### src/rtl/sampq_arbiter_if.sv
// Sample-queue arbiter bus: per-channel sample heads, pull strobes and the
// merged output stream. The master modport is the arbiter side.
//
// Handshake: out_valid/out_ready is a strict valid/ready pair. A word moves
// only on a clock edge where out_valid && out_ready are both high. Once
// out_valid is raised, out_valid and out_data hold steady until that
// transfer. out_ready has no effect while out_valid is low. ch_pull is a
// one-cycle strobe with no acknowledge: the channel pops its head sample on
// that edge.
interface sampq_arbiter_if #(
    parameter int NUM_CH = 4
);
    logic [32*NUM_CH-1:0] ch_data;
    logic [8*NUM_CH-1:0]  ch_count;
    logic [NUM_CH-1:0]    ch_avail;
    logic [NUM_CH-1:0]    ch_pull;
    logic [31:0]          out_data;
    logic                 out_valid;
    logic                 out_ready;
    logic                 busy;
    logic [2:0]           cur_ch;
    logic [1:0]           dbg_state;

    modport master (
        input  ch_data, ch_count, ch_avail, out_ready,
        output ch_pull, out_data, out_valid, busy, cur_ch, dbg_state
    );

    modport slave (
        output ch_data, ch_count, ch_avail, out_ready,
        input  ch_pull, out_data, out_valid, busy, cur_ch, dbg_state
    );
endinterface

### src/rtl/sampq_arbiter.sv
// Round-robin burst arbiter merging NUM_CH sample queues into one stream.
// Each burst is a header word (A5 | channel | count | seq) followed by
// count samples pulled one at a time from the granted channel.
// Optional macro SAMPQ_ARBITER_SEQ_EN: adds an 8-bit burst sequence counter
// reported in header bits [7:0]; without it those bits are zero.
// FSM state is exported on bus.dbg_state (0 IDLE, 1 HEADER, 2 PULL, 3 SEND).
module sampq_arbiter #(
    parameter int NUM_CH = 4
) (
    input  logic             clk,
    input  logic             rst_n,
    sampq_arbiter_if.master  bus
);
    typedef enum logic [1:0] {
        IDLE   = 2'd0,
        HEADER = 2'd1,
        PULL   = 2'd2,
        SEND   = 2'd3
    } state_t;

    state_t            state_q, state_d;
    logic [2:0]        sel_q, sel_d;
    logic [2:0]        rr_ptr_q, rr_ptr_d;
    logic [2:0]        cur_ch_q, cur_ch_d;
    logic [7:0]        remaining_q, remaining_d;
    logic [NUM_CH-1:0] ch_pull_q, ch_pull_d;
    logic [31:0]       out_data_q, out_data_d;
    logic              out_valid_q, out_valid_d;
    logic              busy_q, busy_d;
    logic              armed_q, armed_d;
    logic [7:0]        seq_val;

`ifdef SAMPQ_ARBITER_SEQ_EN
    logic [7:0]        seq_q, seq_d;
    assign seq_val = seq_q;
`else
    assign seq_val = 8'h00;
`endif

    logic              grant_found;
    logic [2:0]        grant_idx;
    logic [7:0]        grant_count;
    logic [NUM_CH-1:0] sel_onehot;
    logic [2:0]        sel_next;

    // Round-robin scan of ch_avail starting at rr_ptr; first hit wins
    always_comb begin
        grant_found = 1'b0;
        grant_idx   = 3'd0;
        for (int k = 0; k < NUM_CH; k++) begin
            int idx;
            idx = int'(rr_ptr_q) + k;
            if (idx >= NUM_CH) idx = idx - NUM_CH;
            if (!grant_found && bus.ch_avail[idx]) begin
                grant_found = 1'b1;
                grant_idx   = 3'(idx);
            end
        end
        grant_count = bus.ch_count[8*grant_idx +: 8];
    end

    // Pull strobe pattern for the latched channel and the pointer after it
    always_comb begin
        sel_onehot = '0;
        for (int i = 0; i < NUM_CH; i++) begin
            sel_onehot[i] = (sel_q == 3'(i));
        end
        sel_next = (sel_q == 3'(NUM_CH - 1)) ? 3'd0 : sel_q + 3'd1;
    end

    // Next-state and registered-output logic for the burst FSM
    always_comb begin
        state_d     = state_q;
        sel_d       = sel_q;
        rr_ptr_d    = rr_ptr_q;
        cur_ch_d    = cur_ch_q;
        remaining_d = remaining_q;
        ch_pull_d   = '0;
        out_data_d  = out_data_q;
        out_valid_d = out_valid_q;
        armed_d     = 1'b1;
`ifdef SAMPQ_ARBITER_SEQ_EN
        seq_d       = seq_q;
`endif
        case (state_q)
            IDLE: begin
                out_valid_d = 1'b0;
                // armed_q keeps the first edge after reset release grant-free
                if (armed_q && grant_found) begin
                    sel_d       = grant_idx;
                    cur_ch_d    = grant_idx;
                    remaining_d = grant_count;
                    if (grant_count == 8'd0) begin
                        rr_ptr_d = (grant_idx == 3'(NUM_CH - 1)) ? 3'd0 : grant_idx + 3'd1;
                    end else begin
                        state_d     = HEADER;
                        out_valid_d = 1'b1;
                        out_data_d  = {8'hA5, 5'd0, grant_idx, grant_count, seq_val};
                    end
                end
            end
            HEADER: begin
                if (bus.out_ready) begin
                    state_d     = PULL;
                    out_valid_d = 1'b0;
                    ch_pull_d   = sel_onehot;
`ifdef SAMPQ_ARBITER_SEQ_EN
                    seq_d       = seq_q + 8'd1;
`endif
                end
            end
            PULL: begin
                out_data_d  = bus.ch_data[32*sel_q +: 32];
                remaining_d = remaining_q - 8'd1;
                out_valid_d = 1'b1;
                state_d     = SEND;
            end
            SEND: begin
                if (bus.out_ready) begin
                    out_valid_d = 1'b0;
                    if (remaining_q != 8'd0) begin
                        state_d   = PULL;
                        ch_pull_d = sel_onehot;
                    end else begin
                        state_d  = IDLE;
                        rr_ptr_d = sel_next;
                    end
                end
            end
            default: state_d = IDLE;
        endcase
        busy_d = (state_d != IDLE);
    end

    // State and output registers, cleared asynchronously by rst_n
    always_ff @(posedge clk or negedge rst_n) begin
        if (!rst_n) begin
            state_q     <= IDLE;
            sel_q       <= 3'd0;
            rr_ptr_q    <= 3'd0;
            cur_ch_q    <= 3'd0;
            remaining_q <= 8'd0;
            ch_pull_q   <= '0;
            out_data_q  <= 32'd0;
            out_valid_q <= 1'b0;
            busy_q      <= 1'b0;
            armed_q     <= 1'b0;
`ifdef SAMPQ_ARBITER_SEQ_EN
            seq_q       <= 8'd0;
`endif
        end else begin
            state_q     <= state_d;
            sel_q       <= sel_d;
            rr_ptr_q    <= rr_ptr_d;
            cur_ch_q    <= cur_ch_d;
            remaining_q <= remaining_d;
            ch_pull_q   <= ch_pull_d;
            out_data_q  <= out_data_d;
            out_valid_q <= out_valid_d;
            busy_q      <= busy_d;
            armed_q     <= armed_d;
`ifdef SAMPQ_ARBITER_SEQ_EN
            seq_q       <= seq_d;
`endif
        end
    end

    assign bus.ch_pull   = ch_pull_q;
    assign bus.out_data  = out_data_q;
    assign bus.out_valid = out_valid_q;
    assign bus.busy      = busy_q;
    assign bus.cur_ch    = cur_ch_q;
    assign bus.dbg_state = state_q;
endmodule

### src/flat_wrapper.sv
// flat-port wrapper written by rule: the top's interface ports become plain ports
module sampq_arbiter_flat 
#(
    parameter int NUM_CH = 4
)
  (clk, rst_n, bus_ch_data, bus_ch_count, bus_ch_avail, bus_out_ready, bus_ch_pull, bus_out_data, bus_out_valid, bus_busy, bus_cur_ch, bus_dbg_state);
  sampq_arbiter_if #(.NUM_CH(NUM_CH)) bus_i ();
  input  logic clk;
  input  logic rst_n;
  input wire logic [$bits(bus_i.ch_data)-1:0] bus_ch_data;
  input wire logic [$bits(bus_i.ch_count)-1:0] bus_ch_count;
  input wire logic [$bits(bus_i.ch_avail)-1:0] bus_ch_avail;
  input wire logic [$bits(bus_i.out_ready)-1:0] bus_out_ready;
  output wire logic [$bits(bus_i.ch_pull)-1:0] bus_ch_pull;
  output wire logic [$bits(bus_i.out_data)-1:0] bus_out_data;
  output wire logic [$bits(bus_i.out_valid)-1:0] bus_out_valid;
  output wire logic [$bits(bus_i.busy)-1:0] bus_busy;
  output wire logic [$bits(bus_i.cur_ch)-1:0] bus_cur_ch;
  output wire logic [$bits(bus_i.dbg_state)-1:0] bus_dbg_state;
  assign bus_i.ch_data = bus_ch_data;
  assign bus_i.ch_count = bus_ch_count;
  assign bus_i.ch_avail = bus_ch_avail;
  assign bus_i.out_ready = bus_out_ready;
  assign bus_ch_pull = bus_i.ch_pull;
  assign bus_out_data = bus_i.out_data;
  assign bus_out_valid = bus_i.out_valid;
  assign bus_busy = bus_i.busy;
  assign bus_cur_ch = bus_i.cur_ch;
  assign bus_dbg_state = bus_i.dbg_state;
  sampq_arbiter #(.NUM_CH(NUM_CH)) u_core (.clk(clk), .rst_n(rst_n), .bus(bus_i));
endmodule
### config.mk
export PLATFORM = sky130hd
export DESIGN_NAME = sampq_arbiter_flat
export DESIGN_NICKNAME = d
export VERILOG_FILES = /design/src/rtl/sampq_arbiter_if.sv /design/src/rtl/sampq_arbiter.sv /design/src/flat_wrapper.sv
export SDC_FILE = /design/constraint.sdc
export NUM_CORES = 1
export LEC_CHECK = 0
export CORE_ASPECT_RATIO = 1.2
export CORE_MARGIN = 2
export CORE_UTILIZATION = 41
export DETAILED_ROUTE_END_ITERATION = 8
export PLACE_DENSITY = 0.82
export SLEW_MARGIN = 25
export SYNTH_ARGS = -nofsm -noshare
export SYNTH_HDL_FRONTEND = slang
export SYNTH_SLANG_ARGS = --single-unit
### constraint.sdc
create_clock -name clk -period 4.2 [get_ports clk]
set_input_delay 0.84 -clock clk [delete_from_list [all_inputs] [get_ports clk]]
set_output_delay 0.84 -clock clk [all_outputs]
set_load 0.02 [all_outputs]
==> results list <==
- Number of cells traversed by the worst hold path: 1
- Yosys attributes the largest share of cell area to sky130_fd_sc_hd__dfrtp_1 33%, sky130_fd_sc_hd__mux4_2 19%, sky130_fd_sc_hd__mux2i_1 4.8%.
- Setup violation total in the final timing report: 0
* Via/cell ratio: approximately 6
* Critical path required time: around 4400 ps
* Internal power contribution: between 1.5 and 2 mW
* Via count of the first global-routing pass: between 4000 and 5000
- Data arrives at the worst endpoint at 3740 ps.
- Global routing consumed, over all layers together, between 20% and 30% of the routing resources.
- The flow ran to the end, and the final reports show no timing, DRC or antenna violations.
* Launch point of the worst hold path: u_core.bus.out_data[12]
- Count of different cell masters after synthesis: between 60 and 70
- DRC violation count after routing: 0
- Worst path buffer plus inverter count: 2
* Post-CTS Setup Bufs: 0
- The slowest stage of the critical path is the sky130_fd_sc_hd__clkdlybuf4s50_1 cell.
* Ant. Diodes: 0
- Most common cell in the netlist: sky130_fd_sc_hd__dfrtp_1
- The post-route netlist has 13.2% of its cells at a drive strength greater than 1.
- Core Footprint: about 0.01 mm^2
- Headroom to the max-slew limit: about 39%
* Number of non-filler instances in the completed layout: 694
- Total Nets Final: ~740
- Final critical-path required period: approximately 3600 ps
- In this run the biggest area consumer among cell types represents 33.3% of the synthesized area.
- Across the run, the number of max-cap violations was 0.
- Detailed Route WL: 13800 um
- Grouping stages by cell kind, the critical path spends the most delay in buffers and inverters.
* Average wire per cell in the routed design: roughly 20 um
- Hold Violations, Final: 0
- Total placed cells including tap cells: between 600 and 700
- Measured along the x axis, the die boundary spans 95.7 um.
* Proportion of total power due to net switching: between 30 and 40%
* Synth top cells by count: 55 x sky130_fd_sc_hd__dfrtp_1, 34 x sky130_fd_sc_hd__mux4_2, 23 x sky130_fd_sc_hd__nand2_1
- The final critical path takes up about 85% of the cycle.
* Post-route clock skew: about 4.5 ps
* GRT Residual Overflow: 0
* Total number of clock tree sinks: 55
- The later pin in the worst-skew pair is clocked with a latency of 300 ps.
- Setup repair after global routing left no endpoint under its margin.
- Sink of the worst hold path: u_core.bus.out_data[12]
* CTS Root Cell: sky130_fd_sc_hd__clkbuf_16
- Async set-or-reset flop fraction in the synthesized netlist: 100%
- Max incr delay on CP: ~690 ps
- For this design the total switching power over the nets is approximately 1.3 mW.
- The worst register-to-register path ends at u_core.bus.out_data[27].
- Number of port buffers: between 200 and 250
- Via count: roughly 4000
- Worst-case reg-to-reg path depth: 11
* Total clock buffers created by CTS: 5
- Post-route ant nets: 0
* Max frequency: between 200 and 300 MHz
- The min-delay analysis places its worst path in the category flip-flop to flip-flop.
- Wire length of the first global-routing pass: 21200 um
- Cell accounting for the most synthesized area: sky130_fd_sc_hd__dfrtp_1
- During synthesis, Yosys emitted a total of 0 warnings.
- Synthesis produced a netlist with a net count of between 500 and 600.
- IR analysis of the VDD net gives a maximum drop of 0.000227 V.
- Power, Total: ~3.2 mW
- Full die area: between 0.01 and 0.015 mm^2
- Num ports: 210
- From synthesis to final layout, the design area changed by 55.8%.
- Element type at the critical path end: flip-flop
* Crit Path Class: input pin to flip-flop
- After clock tree synthesis, the repair step resized 0 gates.
* Half-perimeter wire length after placement: 11300 um
- After clock tree synthesis, the clock-pin slew on the worst setup and hold paths is 70 ps.
- The H-tree generated during clock tree synthesis spans 2 levels.
- Sequential cells were found to cover around 33% of the synthesized design area.
* Cell row count: 40
* Number of hold buffers added after cts: 0
- Count of state elements after synthesis: between 50 and 60
- In this run the register-to-register setup slack is ~660 ps.
* Post-Syn Area per Cell: about 11 um^2
* Worst-Margin Slew: about 920 ps
- Number of pins with negative max-slew slack in the final report: 0
- For this design the ratio of total power to cell area is 491 mW/mm^2.
* Part of the power in registers: a little over a quarter
- Summed over all failing endpoints, the final setup total negative slack is 0 ps.
* Maximum clock path buffer count: 2
- Initial core utilization: a little over two fifths
- The first detailed-routing pass took 5 iterations.
- Most frequent CP cell: sky130_fd_sc_hd__o211ai_1
- Counting every instance in the synthesized netlist gives approximately 370.
* Proportion of power drawn by the clock network: between 10% and 20%
* Total leakage power: between 2 and 3 nW
- Along the worst path, the maximum fanout reaches 15.
- The initial antenna violation count came to 1.
- The synthesized design contains 0 enable-type register cells.
- After synthesis the cells add up to 0.00413 mm^2.
- Among all flip-flop cells after synthesis, the most frequent one is sky130_fd_sc_hd__dfrtp_1.
- The worst setup path is launched from an input pin.
- Per report_power, the combinational group accounts for slightly below 60% of the total.
- The signal on the critical path passes through clkdlybuf4s50_1 -> nor3b_1 -> o211ai_1 -> o211ai_1 -> buf_4 -> o21ai_0 -> o32ai_4 -> nor4b_1 -> a211oi_2.
* Iter 0 DRT Violations: 313
- The die is roughly 110 um tall.
- Pin count of the biggest net entering global routing: 56
* TritonCTS clock tree: done
- FF-to-FF Start: u_core.rr_ptr_q[1]
* Placer Congestion: roughly 0.93
==> area by class of cell <==
class                   count  area [um^2]
flip-flops and latches     55         1380
clock inverters             3         26.3
fillers                   810         3470
inverters                  18         67.6
clock buffers               5          125
well taps                 126          158
multi-input cells         268         2520
repair buffers            219         2160
==> state kept, by name, indices dropped and copies added, names as in the netlist <==
name	cells
u_core.bus.ch_pull	4
u_core.bus.out_valid	1
u_core.sel_q	3
u_core.bus.out_data	32
u_core.armed_q	1
u_core.remaining_q	8
u_core.rr_ptr_q	3
u_core.bus.busy	1
u_core.bus.dbg_state	2
==> worst reg2reg max path: cells and delay by family, from the launching register on <==
family / cells / cell delay [ps]
flops: 1 / 520
compound gates: 6 / 1350
fa+ha+maj: 1 / 570
mux: 1 / 350
buf+inv: 3 / 700
==> cells in the final DEF (no fill, tap or decap), drive strengths merged, types with 7 or more instances in the layout <==
cell,synthesis,routed
clkdlybuf4s50,0,208
dfrtp,55,55
mux4,34,34
nand2,23,23
mux2i,20,20
inv,18,20
a22o,19,19
nor2,19,19
a21oi,18,18
buf,17,11
nor4,10,10
ha,9,9
nor3,9,9
mux2,9,9
and3,7,7
o21ai,7,7
a211oi,7,7
==> power groups by stage <==
stage,clock network [mW],logic (mW),registers [mW]
global route,0.459,2.02,0.874
finish,0.428,1.88,0.855
detailed placement,0,1.90,0.859
floorplan,0,1.04,1.00
global placement,0,1.86,0.855
CTS,0.439,1.90,0.852
==> routing by layer <==
layer  track usage, %  wire length, um  vias to the layer above
met5                0               11                        -
met4             9.05              420                        2
met3             5.09              946                       30
met2             46.0             7370                      194
met1             29.5             5030                     1976
li1                 -                -                     1843
==> metrics by stage <==
stage          cell area [um^2]  worst slack (ps)  hold WS [ps]  utilization [%]
2_1_floorplan              4130              1050           484                -
4_1_cts                    6440               675           505             65.0
3_3_place_gp               6290               556           490             63.5
6_report                   6440               615           501             65.0
3_5_place_dp               6290               397           489             63.5
5_1_grt                    6440               473           530             65.0
==> how the worst max path moves through the flow <==
stage                                    endpoint               start  cells past startpoint  slack, ps
after detailed placement  u_core.bus.out_data[13]     bus_ch_avail[1]                      9        400
after CTS                 u_core.bus.out_data[27]  u_core.rr_ptr_q[1]                     11        680
after global placement    u_core.bus.out_data[13]     bus_ch_avail[3]                     10        560
final                     u_core.bus.out_data[13]     bus_ch_avail[1]                      9        610
after floorplan                u_core.rr_ptr_q[0]  u_core.rr_ptr_q[1]                     14       1050
after global routing      u_core.bus.out_data[13]  u_core.rr_ptr_q[1]                     11        470
==> cell families after synthesis <==
kind of cell    Yosys count  share of synthesized area [%]
compound gates           99                           19.7
simple gates             96                           12.4
mux                      63                           25.9
flops                    55                           33.3
buf+inv                  48                           5.87
fa+ha+maj                 9                           2.72
other cells               1                         0.0907
No activity file was read; power rests on OpenSTA's default activity.
